===== src/rtl/score_display_driver_if.sv =====
// rtl/score_display_driver_if.sv - display driver signal bundle
// The master drives the values to show and the scan clock. The slave drives the LED lines and busy.
interface score_display_driver_if;
  logic       scanClock;
  logic       displayOn;
  logic [5:0] score;
  logic [5:0] timeLeft;
  logic [6:0] seg;
  logic       dp;
  logic [3:0] anode;
  logic       busy;

  modport master (
    output scanClock, displayOn, score, timeLeft,
    input  seg, dp, anode, busy
  );

  modport slave (
    input  scanClock, displayOn, score, timeLeft,
    output seg, dp, anode, busy
  );
endinterface


===== src/rtl/score_display_driver.sv =====
// rtl/score_display_driver.sv - 4-digit 7-segment driver for score and time left
// A sequential double-dabble engine converts both values to BCD. The four digits are then multiplexed on scan-clock edges.
module score_display_driver #(
  parameter bit BLANK_LEADING = 1'b1
) (
  input logic                   clock,
  input logic                   reset,
  score_display_driver_if.slave bus
);
  typedef enum logic [1:0] {IDLE, CONV_S, CONV_T, COMMIT} state_t;

  state_t      state_q, state_d;
  logic [5:0]  score_snap_q, score_snap_d, time_snap_q, time_snap_d;
  logic [5:0]  sh_q, sh_d;
  logic [7:0]  bcd_q, bcd_d, bcd_s_q, bcd_s_d;
  logic [2:0]  cnt_q, cnt_d;
  logic [15:0] digits_q, digits_d;
  logic        busy_q, busy_d;
  logic [2:0]  sync_q, sync_d;
  logic [1:0]  idx_q, idx_d;
  logic [3:0]  anode_q, anode_d;
  logic [6:0]  seg_q, seg_d;
  logic        dp_q, dp_d;
  logic        scan_rise;
  logic [3:0]  cur_digit;

  function automatic logic [7:0] dabble(input logic [7:0] b, input logic in_bit);
    logic [7:0] a;
    a = b;
    if (a[3:0] >= 4'd5) a[3:0] = a[3:0] + 4'd3;
    if (a[7:4] >= 4'd5) a[7:4] = a[7:4] + 4'd3;
    return {a[6:0], in_bit};
  endfunction

  function automatic logic [6:0] seg_of(input logic [3:0] d);
    case (d)
      4'd0:    seg_of = 7'b1000000;
      4'd1:    seg_of = 7'b1111001;
      4'd2:    seg_of = 7'b0100100;
      4'd3:    seg_of = 7'b0110000;
      4'd4:    seg_of = 7'b0011001;
      4'd5:    seg_of = 7'b0010010;
      4'd6:    seg_of = 7'b0000010;
      4'd7:    seg_of = 7'b1111000;
      4'd8:    seg_of = 7'b0000000;
      4'd9:    seg_of = 7'b0010000;
      default: seg_of = 7'b1111111;
    endcase
  endfunction

  // CONV_S spends its first cycle loading the shifter. Score's result is parked in bcd_s while timeLeft converts.
  always_comb begin
    state_d      = state_q;
    score_snap_d = score_snap_q;
    time_snap_d  = time_snap_q;
    sh_d         = sh_q;
    bcd_d        = bcd_q;
    bcd_s_d      = bcd_s_q;
    cnt_d        = cnt_q;
    digits_d     = digits_q;
    case (state_q)
      IDLE: begin
        if (bus.score != score_snap_q || bus.timeLeft != time_snap_q) begin
          score_snap_d = bus.score;
          time_snap_d  = bus.timeLeft;
          cnt_d        = 3'd0;
          state_d      = CONV_S;
        end
      end
      CONV_S: begin
        if (cnt_q == 3'd0) begin
          bcd_d = 8'd0;
          sh_d  = score_snap_q;
          cnt_d = 3'd1;
        end else if (cnt_q == 3'd6) begin
          bcd_s_d = dabble(bcd_q, sh_q[5]);
          bcd_d   = 8'd0;
          sh_d    = time_snap_q;
          cnt_d   = 3'd1;
          state_d = CONV_T;
        end else begin
          bcd_d = dabble(bcd_q, sh_q[5]);
          sh_d  = {sh_q[4:0], 1'b0};
          cnt_d = cnt_q + 3'd1;
        end
      end
      CONV_T: begin
        bcd_d = dabble(bcd_q, sh_q[5]);
        sh_d  = {sh_q[4:0], 1'b0};
        cnt_d = cnt_q + 3'd1;
        if (cnt_q == 3'd6) state_d = COMMIT;
      end
      COMMIT: begin
        digits_d = {bcd_q, bcd_s_q};
        state_d  = IDLE;
      end
      default: state_d = IDLE;
    endcase
    busy_d = (state_d != IDLE);
  end

  assign scan_rise = sync_q[1] & ~sync_q[2];
  assign cur_digit = digits_q[{idx_q, 2'b00} +: 4];

  always_comb begin
    sync_d  = {sync_q[1:0], bus.scanClock};
    idx_d   = idx_q;
    anode_d = anode_q;
    seg_d   = seg_q;
    dp_d    = dp_q;
    if (scan_rise) begin
      idx_d   = idx_q + 2'd1;
      anode_d = bus.displayOn ? ~(4'b0001 << idx_q) : 4'hF;
      seg_d   = (BLANK_LEADING && idx_q[0] && cur_digit == 4'd0) ? 7'h7F : seg_of(cur_digit);
      dp_d    = (idx_q != 2'd2);
    end else if (!bus.displayOn) begin
      anode_d = 4'hF;
    end
  end

  always_ff @(posedge clock or negedge reset) begin
    if (!reset) begin
      state_q      <= IDLE;
      score_snap_q <= '0;
      time_snap_q  <= '0;
      sh_q         <= '0;
      bcd_q        <= '0;
      bcd_s_q      <= '0;
      cnt_q        <= '0;
      digits_q     <= '0;
      busy_q       <= 1'b0;
      sync_q       <= '0;
      idx_q        <= '0;
      anode_q      <= 4'hF;
      seg_q        <= 7'h7F;
      dp_q         <= 1'b1;
    end else begin
      state_q      <= state_d;
      score_snap_q <= score_snap_d;
      time_snap_q  <= time_snap_d;
      sh_q         <= sh_d;
      bcd_q        <= bcd_d;
      bcd_s_q      <= bcd_s_d;
      cnt_q        <= cnt_d;
      digits_q     <= digits_d;
      busy_q       <= busy_d;
      sync_q       <= sync_d;
      idx_q        <= idx_d;
      anode_q      <= anode_d;
      seg_q        <= seg_d;
      dp_q         <= dp_d;
    end
  end

  assign bus.busy  = busy_q;
  assign bus.anode = anode_q;
  assign bus.seg   = seg_q;
  assign bus.dp    = dp_q;
endmodule


===== src/flat_wrapper.sv =====
// flat-port wrapper written by rule: the top's interface ports become plain ports
module score_display_driver_flat 
#(
  parameter bit BLANK_LEADING = 1'b1
)
  (clock, reset, bus_scanClock, bus_displayOn, bus_score, bus_timeLeft, bus_seg, bus_dp, bus_anode, bus_busy);
  score_display_driver_if bus_i ();
  input logic clock;
  input logic reset;
  input wire logic [$bits(bus_i.scanClock)-1:0] bus_scanClock;
  input wire logic [$bits(bus_i.displayOn)-1:0] bus_displayOn;
  input wire logic [$bits(bus_i.score)-1:0] bus_score;
  input wire logic [$bits(bus_i.timeLeft)-1:0] bus_timeLeft;
  output wire logic [$bits(bus_i.seg)-1:0] bus_seg;
  output wire logic [$bits(bus_i.dp)-1:0] bus_dp;
  output wire logic [$bits(bus_i.anode)-1:0] bus_anode;
  output wire logic [$bits(bus_i.busy)-1:0] bus_busy;
  assign bus_i.scanClock = bus_scanClock;
  assign bus_i.displayOn = bus_displayOn;
  assign bus_i.score = bus_score;
  assign bus_i.timeLeft = bus_timeLeft;
  assign bus_seg = bus_i.seg;
  assign bus_dp = bus_i.dp;
  assign bus_anode = bus_i.anode;
  assign bus_busy = bus_i.busy;
  score_display_driver #(.BLANK_LEADING(BLANK_LEADING)) u_core (.clock(clock), .reset(reset), .bus(bus_i));
endmodule

===== config.mk =====
export PLATFORM = sky130hd
export DESIGN_NAME = score_display_driver_flat
export DESIGN_NICKNAME = d
export VERILOG_FILES = /design/src/rtl/score_display_driver_if.sv /design/src/rtl/score_display_driver.sv /design/src/flat_wrapper.sv
export SDC_FILE = /design/constraint.sdc
export NUM_CORES = 1
export LEC_CHECK = 0
export BUFFER_PORTS_ARGS = -buffer_cell sky130_fd_sc_hd__buf_2
export CAP_MARGIN = 20
export CORE_ASPECT_RATIO = 1.1
export CORE_MARGIN = 2
export CORE_UTILIZATION = 54
export CTS_CLUSTER_SIZE = 8
export DETAILED_ROUTE_END_ITERATION = 16
export PLACE_DENSITY_LB_ADDON = 0.1
export SLEW_MARGIN = 20
export SYNTH_ARGS = -nofsm -noshare
export SYNTH_HDL_FRONTEND = slang
export SYNTH_SLANG_ARGS = --single-unit

===== constraint.sdc =====
create_clock -name clock -period 2.16 [get_ports clock]
set_input_delay 0.324 -clock clock [delete_from_list [all_inputs] [get_ports clock]]
set_output_delay 0.324 -clock clock [all_outputs]
set_load 0.005 [all_outputs]

==> impl_results.md <==
* Final Util at 63.4%
* EDFF count, synth at 0
* Residual DRC at 0
* Synth Area in Compound Gates at 13.6%
* Crit path time final at 2010 ps
* CP Capture Type: flip-flop
* Critical path depth at 7
* Hold Crit Class: in2async
* Vias per inst at 5.57
* Antenna violations before repair at 0
* Final worst setup slack at 149 ps
* Failing checks: negative hold slack
* Fmax achieved at 0.497 GHz
* Met3 Wirelength at 285 um
* Worst Tran Pin Value at 457 ps
* Slew Viols, Final at 0
* Total global routing overflow at 0
* P&R area growth vs syn at 13.1%
* Final Cell Area at 4180 um^2
* Combinational family with the most area after synthesis: compound AO/OA/AOI/OAI gates
* Drt total wl at 7.11 mm
* Fraction of registers with async set/reset at 100%
* Synth cell types at 41
* DR WL met2 at 3.30 mm
* Reg-to-reg slack, setup at 150 ps
* Fin Setup TNS at 0 ps
* Met1 wire length at 3.40 mm
* Relative slew slack at 69.6%
* Clock Tree Buf Depth at 2
* Total CTS buffers at 9
* Fillers at 545
* # nets final at 410
* Number of top-level pins at 29
* Top-area cell type share of the netlist area at 41.3%
* Gate Count Post-Synth at 336
* Crit start category: flip-flop
* Pwr dens at 1120 nW/um^2
* Status: complete, but fails checks
* Post-DRT Antenna Nets at 0
* Max VDD drop at 0.000791 V
* Number of global-route vias before repair at 2,404
* Cell taking the most area after synthesis: dfrtp_1
* Area share of fa/ha/maj cells after synthesis at 6.77%
* RR Endpoint: u_core.bus.seg[1]
* Worst Path Buf+Inv at 1
* Tcrit/Tclk final at 93.1%
* Largest net degree at the start of global routing at 74
* Die width at 82.9 um
* TritonCTS clock tree: built
* Clock-pin slew on the worst setup and hold paths at 80 ps
* Avg WL per Cell at 15.4 um
* Worst R2R Start: u_core.idx_q[0]
* Critical-path maximum fanout at 4
* Cell Area, Placed at 3980 um^2
* Initial Util at 56.1%
* Top post-synthesis cells by area: dfrtp_1 41%, dfstp_2 8.5%, mux2_2 8.2%
* Clk_skew at 9.12 ps
* Syn nets at 372
* GRT Overall Usage at 19.7%
* Syn Area/Cell at 11.0 um^2
* Post-synthesis xor/xnor area fraction at 3.55%
* CP Data Arrival Time at 2310 ps
* H-tree Lvls at 3
* Synth Warn # at 0
* Lkg Pwr at 1.90 nW
* Final setup fails at 0
* Hold Fails Final Rpt at 21
* RSZ-0062 raised after global routing: no
* Max_cap viols at 0
* Primary FF master, synth: dfrtp_1
* Seq cells post-synth at 73
* Row count at 31
* Mapped Area at 3700 um^2
* Simple-gate area share of the yosys netlist at 9.34%
* DRT Pass-1 Iters at 4
* Fraction of layout cells with a size suffix above 1 at 29.3%
* Multiplexer share of the synthesized area at 12.2%
* ANT cells at 0
* Gpl congestion at 0.857
* WHS at -18.6 ps
* Critical path class: reg2reg
* CP cell instances: mux4_2, inv_2, ha_1, nand3_1, mux2_4, and2_4, a21oi_2
* Reg2Reg Depth at 7
* Clk root buf: clkbuf_8
* Delay-heaviest family, CP: multiplexers
* Pre-CTS WS at 66.8 ps
* Die ar. at 7530 um^2
* Post-synth top cells: 61 x dfrtp_1, 32 x o21ai_0, 27 x inv_1, 27 x mux2_2, 25 x nand2_1
* 1st-iter DRT viols at 146
* IO buf count at 28
* Clk_lat worst skew at 360 ps
* First-pass GRT wire length at 11.8 mm
* Die H at 90.8 um
* Total chip power at 4.67 mW
* DR vias at 2,570
* Worst EP required at 2460 ps
* Detailed placer's ending HPWL at 4.92 mm
* Core area at 6590 um^2
* Clock sinks at 73
* Slowest-stage cell, CP: mux4_2
* Top Layer Used: met4
* Seq/Total Area, Yosys at 49.8%
* Top-count cell post-synth: dfrtp_1
* Largest stage delay, worst path at 570 ps
==> area by class of cell <==
type                       count  area (um^2)  area share [%]
timing repair buffer          44          273            6.52
tap                           82          103            2.45
multi-input combinational    219         1670            39.9
clock buffer                   9          124            2.96
inverter                      27          101            2.42
clock inverter                 7         71.3            1.71
sequential                    73         1840            44.0
==> power by group <==
part / total (mW) / internal, mW / switching, mW
clock network: 1.08 / 0.530 / 0.547
registers: 1.99 / 1.73 / 0.255
logic: 1.61 / 0.782 / 0.829
total: 4.67 / 3.04 / 1.63
==> kinds of logic (layout without fill, tap and decap cells) <==
family                   after synthesis  after routing
adder cells (fa/ha/maj)               20             20
multiplexers                          35             35
buffers and inverters                 44             87
flip-flops                            73             73
AO/OA/AOI/OAI                         81             81
XOR/XNOR                              15             15
AND/OR/NAND/NOR                       68             68
==> metal layers <==
metal	global-route usage [%]	up-vias
li1	-	1257
met1	26.9	1257
met2	30.4	46
met3	3.84	10
met4	9.29	0
met5	0	-
==> through the flow <==
stage,std cells,hold WS (ps)
final,461,-18.6
after global placement,442,349
after CTS,458,4.80
after detailed placement,442,345
after global routing,461,28.0
after floorplan,336,28.4
==> placed cells by master, fill, tap and decap left out, types with 13 or more instances in the layout <==
master	Yosys	layout
dfrtp_1	61	61
buf_4	0	15
nand2_1	25	25
a21oi_1	13	13
o21ai_0	32	32
ha_1	20	20
mux2_2	27	27
buf_2	2	28
inv_1	27	26
==> worst register-to-register path, stage by stage, from the launching register on <==
cell and delay (ps):
dfrtp_1 420, mux4_2 570, inv_2 110, ha_1 180, nand3_1 100, mux2_4 290, and2_4 170, a21oi_2 110
==> worst max path at each step <==
stage	slack, ps	endpoint	start
final	150	u_core.bus.seg[1]	u_core.idx_q[0]
after global routing	30	u_core.bus.seg[1]	u_core.idx_q[0]
after CTS	20	u_core.bus.seg[1]	u_core.idx_q[0]
after detailed placement	70	u_core.bus.seg[1]	u_core.idx_q[0]
after global placement	140	u_core.bus.seg[5]	u_core.idx_q[0]
after floorplan	90	u_core.bus.seg[1]	u_core.idx_q[0]
==> flip-flops by register name, indices dropped and copies added, names as in the netlist, 3 cells and up <==
signal	flops
u_core.bus.anode	4
u_core.time_snap_q	6
u_core.bus.seg	7
u_core.bcd_s_q	8
u_core.sync_q	3
u_core.sh_q	6
u_core.cnt_q	3
u_core.score_snap_q	6
u_core.bcd_q	8
u_core.digits_q	16
==> timing repair <==
item	CTS	global route
resized for setup	0	4
setup endpoints to repair	0	6
buffers inserted	0	3
hold buffers	0	0
(Power assumes the default switching activity.)
